$ cat src/rtl/ysyx_220053_ifu.sv
// ysyx_220053_ifu: single-outstanding instruction fetch unit with redirect handling and RV64 I-type decode
module ysyx_220053_ifu #(
  parameter logic [63:0] RESET_PC = 64'h0000_0000_8000_0000
) (
  input  logic        clk,
  input  logic        rst_n,
  output logic        imem_req,
  output logic [63:0] imem_addr,
  input  logic        imem_ready,
  input  logic        imem_rvalid,
  input  logic [31:0] imem_rdata,
  output logic        inst_valid,
  input  logic        inst_ready,
  output logic [4:0]  rd,
  output logic [4:0]  rs1,
  output logic [4:0]  rs2,
  output logic [63:0] immI,
  output logic        wen,
  output logic        illegal,
  output logic [63:0] pc,
  input  logic        br_valid,
  input  logic [63:0] br_target
);
  typedef enum logic [1:0] {S_REQ, S_WAIT, S_HOLD} state_t;
  state_t      state, state_n;
  logic        drop, drop_n, latch;
  logic [63:0] fetch_pc;
  logic [31:0] inst;
  logic        op_imm;
  always_comb begin
    state_n = state;
    drop_n  = drop;
    latch   = 1'b0;
    case (state)
      S_REQ: if (imem_ready) begin
        state_n = S_WAIT;
        drop_n  = br_valid;
      end
      S_WAIT: if (imem_rvalid) begin
        // a redirect landing together with the response kills it just like a stale one
        state_n = (drop || br_valid) ? S_REQ : S_HOLD;
        latch   = !(drop || br_valid);
        drop_n  = 1'b0;
      end else if (br_valid) drop_n = 1'b1;
      S_HOLD: state_n = (br_valid || inst_ready) ? S_REQ : S_HOLD;
      default: state_n = S_REQ;
    endcase
  end
  always_ff @(posedge clk or negedge rst_n) begin
    if (!rst_n) begin
      state    <= S_REQ;
      drop     <= 1'b0;
      fetch_pc <= RESET_PC;
      inst     <= 32'h0000_0013;
      pc       <= RESET_PC;
    end else begin
      state <= state_n;
      drop  <= drop_n;
      if (br_valid) fetch_pc <= {br_target[63:2], 2'b00};
      else if (state == S_HOLD && inst_ready) fetch_pc <= fetch_pc + 64'd4;
      if (latch) begin
        inst <= imem_rdata;
        pc   <= fetch_pc;
      end
    end
  end
  assign imem_req   = rst_n && state == S_REQ;
  assign imem_addr  = fetch_pc;
  assign inst_valid = state == S_HOLD;
  assign op_imm     = inst[6:0] == 7'b0010011;
  assign rd         = inst[11:7];
  assign rs1        = inst[19:15];
  assign rs2        = inst[24:20];
  assign immI       = {{52{inst[31]}}, inst[31:20]};
  assign illegal    = inst_valid && !op_imm;
  assign wen        = inst_valid && op_imm && inst[14:12] == 3'b000 && rd != 5'd0;
endmodule

$ cat config.mk
export PLATFORM = sky130hd
export DESIGN_NAME = ysyx_220053_ifu
export DESIGN_NICKNAME = d
export VERILOG_FILES = /design/src/rtl/ysyx_220053_ifu.sv
export SDC_FILE = /design/constraint.sdc
export NUM_CORES = 1
export LEC_CHECK = 0
export ABC_AREA = 1
export CELL_PAD_IN_SITES_DETAIL_PLACEMENT = 1
export CELL_PAD_IN_SITES_GLOBAL_PLACEMENT = 1
export CORE_UTILIZATION = 33
export DETAILED_ROUTE_END_ITERATION = 12
export PLACE_DENSITY_LB_ADDON = 0.1
export REMOVE_ABC_BUFFERS = 1
export SETUP_SLACK_MARGIN = 0.3
export SYNTH_ARGS = -nofsm -noshare
export SYNTH_HDL_FRONTEND = slang
export SYNTH_SLANG_ARGS = --single-unit
export TNS_END_PERCENT = 100
$ cat constraint.sdc
create_clock -name clk -period 2.2 [get_ports clk]
set_input_delay 0.22 -clock clk [delete_from_list [all_inputs] [get_ports clk]]
set_output_delay 0.22 -clock clk [all_outputs]
set_load 0.05 [all_outputs]
==> results of run 1 <==
[synth_stat cells, types with 4 or more instances]
| cell | n | share of area, % |
|---|---|---|
| o21ai_0 | 77 | 4.1 |
| nand2_4 | 6 | 0.72 |
| o21ai_1 | 28 | 1.5 |
| nand3_1 | 59 | 3.1 |
| o211ai_1 | 4 | 0.32 |
| nand2_2 | 14 | 0.93 |
| mux2_2 | 36 | 4.3 |
| a32o_1 | 4 | 0.43 |
| nor2_2 | 15 | 1.0 |
| nor2_1 | 181 | 7.2 |
| nand2_1 | 351 | 14 |
| nand3_2 | 5 | 0.53 |
| nor2_4 | 8 | 0.96 |
| inv_1 | 101 | 4.0 |
| a21oi_1 | 27 | 1.4 |
| nand4_1 | 18 | 1.2 |
| buf_4 | 84 | 6.7 |
| buf_2 | 17 | 0.90 |
| clkbuf_1 | 19 | 0.76 |
| dfstp_2 | 5 | 1.4 |
| inv_2 | 7 | 0.28 |
| dfrtp_1 | 154 | 41 |
[layer usage]
metal,track usage (%),vias up,routed length (um)
met1,32.2,4487,16000
li1,-,4403,-
met4,6.95,2,575
met2,44.3,245,17900
met5,0,-,17
met3,5.20,36,2160
[flip-flops by register name, indices dropped and copies added (netlist names)]
register / flops
drop: 1
imem_addr: 62
inst: 32
pc: 62
state: 2
[layout make-up]
cell class / instances / area (um2) / share of cell area [%]
multi-input cells: 865 / 4310 / 31.3
flip-flops and latches: 159 / 4000 / 29.0
repair buffers: 347 / 3990 / 28.9
well taps: 378 / 473 / 3.43
clock buffers: 17 / 425 / 3.08
inverters: 108 / 409 / 2.96
clock inverters: 15 / 194 / 1.40
[timing repair]
action,CTS,global route
endpoints found under the setup margin,72,43
cloned,0,0
hold endpoints to repair,37,0
buffers inserted,0,5
resized for setup,74,53
hold buffers,1,0
pin swaps,0,5
[cells by family (layout without fill, tap and decap cells)]
logic type      Yosys count  count (layout)
simple gates            666             666
buf+inv                 234             487
flops                   159             159
compound gates          156             156
mux                      36              36
xor+xnor                  2               2
fa+ha+maj                 1               1
other cells               1               4
[stage by stage]
| stage | cell area (um2) | TNS, ps |
|---|---|---|
| 3_5_place_dp | 13100 | 0 |
| 6_report | 13800 | 0 |
| 4_1_cts | 13600 | 0 |
| 5_1_grt | 13800 | 0 |
| 2_1_floorplan | 8580 | -830730 |
| 3_3_place_gp | 13100 | 0 |
[power groups by stage]
stage	clock [mW]	sequential [mW]	combinational (mW)
floorplan	0	8.30	1.71
global placement	0	4.85	12.3
detailed placement	0	4.89	12.4
CTS	3.26	4.84	12.3
global route	3.34	5.00	12.8
finish	3.17	4.84	12.3
[path summary, 6_finish.rpt]
kind / from / endpoint / slack, ps / cells after the start
worst min-delay path: rst_n / inst[31] / 210 / 2
worst min register to register: pc[52] / pc[52] / 490 / 2
worst max-delay path: inst[4] / wen / 190 / 5
max in group asynchronous: rst_n / imem_addr[20] / 980 / 3
worst max register to register: imem_addr[34] / imem_addr[57] / 400 / 9
min in group clk: br_target[3] / imem_addr[3] / 330 / 3
[critical path, cell delays in order (launching register included)]
cell     delay, ps
dfstp_2        540
inv_2           50
nor4_4         290
nand3_1        130
a21oi_2        180
buf_12         160
==> reports/qor.yml, run 1 <==
synth:
  yosys.area_share.simple_pct: 30.7
  synthAdderAreaFrac_pct: 0.133
  muxShareOfSynthArea_pct: 4.30
  synth_top_family_by_area: "simple AND/OR/NAND/NOR gates"
  synth_cell_type_count: 42
  ys_warn_count: 0
  synth-edff-count: 0
  seq_area_frac_synth_pct: 42.3
  synth-seq-cells: 159
  ys_async_sr_fraction_pct: 100
  synth-compound-area-share_pct: 9.09
  synth_ff_type: "dfrtp_1"
  synth_cells: 1255
  syn_area_um2: 9420
  avgSynthCellArea_um2: 7.51
  synth_xor_area_share_pct: 0.186
global_route:
  grt_max_degree: 120
  grt_pass1_wl_um: 56500
  grt-ovfl-total: 0
  grt_pass1_vias: 9594
  track_usage_pct: 25.6
  antenna_found_initial: 1
sta:
  setup_viol: 0
  period_needed_ps: 2010
  fmaxAchievable_mhz: 497
  rsz0062_at_grt: "yes"
  worst_clock_skew_ps: 18.5
  fin_hold_ws_ps: 213
  final_hold_viol_count: 0
  slew_headroom_pct: 51.9
  post-route-period-util_pct: 91.4
  maxSlewViolCount: 0
  worst_slack_ps: 189
  tightest_slew_ps: 721
status:
  status: "complete, no violations"
cells_and_area:
  fin_util_pct: 49.4
  fillers: 3329
  layout.nets: 1601
  finalNonFillerCells: 1889
  layout_commonest_cell: "nand2_1"
  area_delta_synth_final_pct: 46.6
  post_route_cells_drive_above_1_share_pct: 18.4
  antenna_cells: 0
  final_cell_mix: "348 x nand2_1, 169 x clkdlybuf4s50_1, 164 x nor2_1"
power_and_ir_drop:
  powerDensity_nw_per_um2: 1470
  p_sw_mw: 10.2
  p_comb_share_pct: 60.5
  internal_power_mw: 10.0
  peakVddDrop_uv: 784
  clockPowerShare_pct: 15.7
  seqPwrFrac_pct: 23.9
  power_mw: 20.3
  cellLeakagePower_nw: 6.48
  switching_share_pct: 50.5
floorplan:
  die_w_um: 171
  die-area_um2: 29200
  chipHeight_um: 171
  num_rows: 61
  io_pins: 313
  coreArea_um2: 27900
  start_util_pct: 33.7
critical_path:
  path_class: "register to output pin"
  worstSetupStartpointType: "register"
  worstPathRequired_ps: 1980
  cp.arrival_ps: 1790
  crit_path_max_fanout: 2
  end_kind: "output pin"
routing:
  vias_per_cell: 4.86
  drtPass1Iterations: 4
  via_count: 9173
  drc_errors: 0
  drtAntennaViolNets: 0
  drt-initial-drc-count: 372
  wl_per_cell_um: 19.4
  wirelength_um: 36600
cts:
  clk_path_buf_depth: 2
  cts_sinks: 159
  clk_pin_slew_ps: 70
  cts_buffers: 17
  clock_latency_ps: 450
  cts_tree: "done"
  cts_root_buf: "clkbuf_16"
  htree_levels: 4
min_path:
  hp-class: "input port to async pin"
place:
  dp.cells: 1851
  globalplace.congestion: 0.862
  place_ws_ps: 189
  io_buffers: 306
  dp_hpwl_um: 28300
job:
  cap_violations: 0
(Power assumes the default switching activity.)
==> inputs of run 2 (changes only) <==
--- a/config.mk
+++ b/config.mk
@@ -6,9 +6,11 @@
 export NUM_CORES = 1
 export LEC_CHECK = 0
 export ABC_AREA = 1
+export CAP_MARGIN = 20
 export CELL_PAD_IN_SITES_DETAIL_PLACEMENT = 1
 export CELL_PAD_IN_SITES_GLOBAL_PLACEMENT = 1
 export CORE_UTILIZATION = 33
+export CTS_CLUSTER_SIZE = 16
 export DETAILED_ROUTE_END_ITERATION = 12
 export PLACE_DENSITY_LB_ADDON = 0.1
 export REMOVE_ABC_BUFFERS = 1
==> constraint.sdc (replaced) <==
create_clock -name clk -period 2.14 [get_ports clk]
set_input_delay 0.214 -clock clk [delete_from_list [all_inputs] [get_ports clk]]
set_output_delay 0.214 -clock clk [all_outputs]
set_load 0.05 [all_outputs]
==> run 2 against run 1 <==
Setup slack got worse by 43 ps. Combinational power about the same. Sequential share of layout area is 0.47 points lower. Largest power group unchanged.
==> reports/qor.yml, run 2 (same netlist as run 1, synthesis figures left out) <==
status:
  status: "complete, no violations"
global_route:
  grt_max_degree: 63
  track_usage_pct: 25.3
  grt-ovfl-total: 0
  grt_pass1_vias: 9456
  grt_pass1_wl_um: 55400
  antenna_found_initial: 1
cts:
  clk_pin_slew_ps: 80
  clock_latency_ps: 450
  cts_root_buf: "clkbuf_16"
  cts_buffers: 17
  cts_sinks: 159
  clk_path_buf_depth: 2
  cts_tree: "done"
  htree_levels: 4
cells_and_area:
  final_cell_mix: "341 x nand2_1, 158 x nor2_1, 133 x dfrtp_1"
  multi_input_area_um2: 4410
  fin_util_pct: 50.4
  antenna_cells: 0
  fillers: 3354
  layout_commonest_cell: "nand2_1"
  finalNonFillerCells: 1908
  post_route_cells_drive_above_1_share_pct: 21.1
  area_delta_synth_final_pct: 49.3
  register_area_um2: 4010
  layout.nets: 1620
routing:
  drtAntennaViolNets: 0
  wl_per_cell_um: 19.4
  drtPass1Iterations: 5
  drt-initial-drc-count: 372
  vias_per_cell: 4.86
  wirelength_um: 37000
  drc_errors: 0
  via_count: 9264
power_and_ir_drop:
  powerDensity_nw_per_um2: 1460
  peakVddDrop_uv: 731
  cellLeakagePower_nw: 6.97
sta:
  final_hold_viol_count: 0
  rsz0062_at_grt: "yes"
  finalSetupTns_ps: 0
  period_needed_ps: 1990
  fmaxAchievable_mhz: 501
  tightest_slew_ps: 576
  worst_clock_skew_ps: 16.4
  worst_slack_ps: 146
  slew_headroom_pct: 61.8
  maxSlewViolCount: 0
  setup_viol: 0
  post-route-period-util_pct: 93.2
critical_path:
  timing.rr.end: "imem_addr[60]"
  cp.arrival_ps: 1780
  path_class: "register to output pin"
  reg2reg_from: "imem_addr[31]"
  end_kind: "output pin"
  worstPathRequired_ps: 1930
  worstSetupStartpointType: "register"
  crit_path_max_fanout: 2
  r2r_cells: 9
  ff2ff_setup_slack_ps: 350
place:
  globalplace.congestion: 0.828
  dp_hpwl_um: 28500
  io_buffers: 306
  place_ws_ps: 150
  dp.cells: 1855
floorplan:
  chipHeight_um: 171
  num_rows: 61
  die_w_um: 171
  die-area_um2: 29200
  coreArea_um2: 27900
  io_pins: 313
  start_util_pct: 33.7
job:
  cap_violations: 0
min_path:
  hp-class: "input port to async pin"
-- run 2: cell types whose count changed in the layout (fill, tap and decap cells not counted), sizes merged --
cell and change:
buf +21, clkdlybuf4s15 +2, clkdlybuf4s50 -62, clkinv -2, clkinvlp +1, dlygate4sd2 +32
dlymetal6s2s +26, inv +1
-- run 2: metal layers --
layer  GRT usage, %  share of wire (%)  up-vias
met2           43.5                 49      271
met3           5.30                5.5       32
met1           32.2                 44     4528
li1               -                  -     4431
met5              0              0.046        -
met4           6.52                1.6        2
-- run 2: critical path, cell delays in order, from the launching register on --
cell,delay (ps)
dfstp_2,530
inv_2,40
nor4_4,300
nand3_2,130
a21oi_2,180
buf_12,160
-- run 2: worst max path at each step --
stage	startpoint	end
after floorplan	inst[31]	inst[31]
after global placement	br_valid	imem_addr[6]
after detailed placement	br_valid	imem_addr[6]
after CTS	inst[4]	wen
after global routing	inst[4]	wen
final	inst[4]	wen
-- run 2: layout make-up --
class / instances / share of cell area (%)
clock buffer: 17 / 3.02
multi-input combinational: 865 / 31.3
clock inverter: 15 / 1.09
tap: 378 / 3.36
timing repair buffer: 366 / 29.8
sequential: 159 / 28.5
inverter: 108 / 2.91
-- run 2: report_power, final --
group          internal, mW  total (mW)  switching [mW]
Sequential             4.11        4.96           0.846
Clock                  1.65        3.13            1.48
Combinational          4.32        12.4            8.11
Total                  10.1        20.5            10.4
-- run 2: per-stage QoR --
| step | hold slack [ps] | cell area, um2 | power [mW] |
|---|---|---|---|
| after global placement | 68.1 | 13100 | 17.6 |
| after CTS | 235 | 13600 | 20.6 |
| after global routing | 241 | 14100 | 21.4 |
| after detailed placement | 69.6 | 13100 | 17.8 |
| final | 242 | 14100 | 20.5 |
| after floorplan | -81.6 | 8580 | 10.3 |
-- run 2: repair_timing --
item	4_1_cts	5_1_grt
setup endpoints to repair	115	119
endpoints found under the hold margin	154	0
hold buffers	1	0
resized for setup	111	110
pin swaps	0	10
buffers inserted	1	19
==> inputs of run 3 (changes only) <==
--- a/config.mk
+++ b/config.mk
@@ -9,6 +9,7 @@
 export CAP_MARGIN = 20
 export CELL_PAD_IN_SITES_DETAIL_PLACEMENT = 1
 export CELL_PAD_IN_SITES_GLOBAL_PLACEMENT = 1
+export CORE_ASPECT_RATIO = 0.8
 export CORE_UTILIZATION = 33
 export CTS_CLUSTER_SIZE = 16
 export DETAILED_ROUTE_END_ITERATION = 12
==> constraint.sdc (replaced) <==
create_clock -name clk -period 2.14 [get_ports clk]
set_input_delay 0.214 -clock clk [delete_from_list [all_inputs] [get_ports clk]]
set_output_delay 0.214 -clock clk [all_outputs]
set_load 0.005 [all_outputs]
==> run 3 against run 2 <==
Register-to-register slack gained 30 ps. First-iteration DRC count grew 16%. Wire length is 3.5% lower. Setup slack improved by 23 ps. Via count decreased by 0.55%. Hold slack gained 84 ps. Global-route usage is 0.94 points lower. Die area hardly changed. Critical endpoint unchanged. Highest routed layer is now met4.
==> reports/qor.yml, run 3 (same netlist as run 1, synthesis figures left out) <==
cells_and_area:
  final_cell_mix: "341 x nand2_1, 286 x clkdlybuf4s50_1, 161 x nor2_1"
  register_area_um2: 4020
  area_delta_synth_final_pct: 43.5
  layout.nets: 1613
  finalNonFillerCells: 1888
  fillers: 3319
  post_route_cells_drive_above_1_share_pct: 16.8
  multi_input_area_um2: 4390
  final_cell_area_um2: 13500
  layout_commonest_cell: "nand2_1"
place:
  dp_hpwl_um: 27000
  dp.cells: 1832
  globalplace.congestion: 0.872
  place_ws_ps: 34.1
  place_area_um2: 12500
  io_buffers: 306
floorplan:
  chipHeight_um: 153
  io_pins: 313
  num_rows: 54
  coreArea_um2: 27600
  start_util_pct: 34.1
  die-area_um2: 29200
  die_w_um: 191
global_route:
  met3_usage_pct: 4.64
  busiest_layer: "met2"
  grt_max_degree: 160
  grt_pass1_vias: 9333
  grt_pass1_wl_um: 54600
  grt.met1_usage_pct: 35.0
  track_usage_pct: 24.4
  use_met2_pct: 38.1
  grt-ovfl-total: 0
  antenna_found_initial: 1
critical_path:
  r2r_cells: 9
  cp_cell_sequence: "inv_2 > nor4_4 > nand3_1 > a21oi_2 > buf_2"
  critPathBufInv: 2
  cp_top_family: "flip-flops"
  path_class: "register to output pin"
  worstPathRequired_ps: 1930
  crit_path_max_fanout: 2
  cp.arrival_ps: 1760
  cp.depth: 5
  cp_slowest_cell: "dfstp_2"
  end_kind: "output pin"
  worstSetupStartpointType: "register"
  timing.critical_path.slowest_cell_delay_ps: 530
status:
  status: "complete, no violations"
cts:
  cts_sinks: 159
  htree_levels: 4
  clk_path_buf_depth: 2
  cts_buffers: 17
  cts_root_buf: "clkbuf_16"
  cts_tree: "done"
  clock_latency_ps: 450
  clk_pin_slew_ps: 70
power_and_ir_drop:
  peakVddDrop_uv: 661
  powerDensity_nw_per_um2: 1060
  power_mw: 14.3
  cellLeakagePower_nw: 6.21
sta:
  fin_hold_ws_ps: 326
  post-route-period-util_pct: 92.1
  maxSlewViolCount: 0
  worst_clock_skew_ps: 22.3
  worst_slack_ps: 169
  fmaxAchievable_mhz: 507
  rsz0062_at_grt: "yes"
  final_hold_viol_count: 0
  slew_headroom_pct: 31.7
  tightest_slew_ps: 1020
  period_needed_ps: 1970
  setup_viol: 0
routing:
  wl_per_cell_um: 18.9
  vias_per_cell: 4.88
  via_count: 9213
  drt-initial-drc-count: 430
  wirelength_um: 35700
  drtPass1Iterations: 6
  drc_errors: 0
  drtAntennaViolNets: 0
min_path:
  hp-class: "input port to register"
  hold_depth: 3
job:
  cap_violations: 0
run 3: cell count changes in the layout (fill, tap and decap cells not counted), moves of 3 or more:
cell             change
buf_12              -56
dfrtp_1              -9
nor2_4               -3
buf_4               -14
inv_8                -4
clkbuf_1             +4
dlymetal6s2s_1      -19
inv_6                -4
dfrtp_2              +9
nor2_1               +3
dlygate4sd2_1       -96
clkdlybuf4s50_1    +179
run 3: worst min-delay path: stages:
cell and delay, ps:
clkdlybuf4s50_1 400, nor2_1 100, a21oi_1 50
run 3: worst paths after layout:
path | start | endpoint | slack [ps]
hold / removal | br_target[31] | imem_addr[31] | 330
max in group asynchronous | rst_n | imem_addr[4] | 660
setup / recovery | inst[4] | wen | 170
min in group asynchronous | rst_n | inst[5] | 550
hold reg to reg | pc[38] | pc[38] | 480
setup reg to reg | imem_addr[31] | imem_addr[60] | 380
run 3: cell type report:
cell class | count | share of cell area [%]
Inverter | 108 | 3.03
Clock buffer | 22 | 3.36
Multi-Input combinational cell | 866 | 32.5
Sequential cell | 159 | 29.8
Timing Repair Buffer | 358 | 27.0
Clock inverter | 10 | 1.03
Tap cell | 364 | 3.37
Antenna cell | 1 | 0.0185
run 3: metal layers:
metal  routed length (um)  vias up
met5                    0        -
met4                  332        0
met3                 1830       19
met2                16600      237
met1                17000     4540
li1                     -     4417
run 3: where the power goes:
group	internal (mW)	leakage [nW]	total [mW]	switching, mW
clock	1.86	0.276	3.19	1.32
sequential	4.13	1.88	5.03	0.901
combinational	3.67	4.06	6.13	2.45
total	9.66	6.21	14.3	4.68
run 3: stage by stage:
step                      util [%]  setup TNS, ps
after global placement        45.1              0
after floorplan                  -         -77590
after global routing          48.9              0
final                         48.9              0
after CTS                     47.7              0
after detailed placement      45.1              0
run 3: timing repair:
action                                  in CTS  in global routing
hold endpoints to repair                    25                  0
setup buffers                                3                 17
gates cloned                                 1                  1
hold buffers                                 1                  0
endpoints found under the setup margin      78                 93
pin swaps                                    6                 14
gates resized for setup                     30                 81
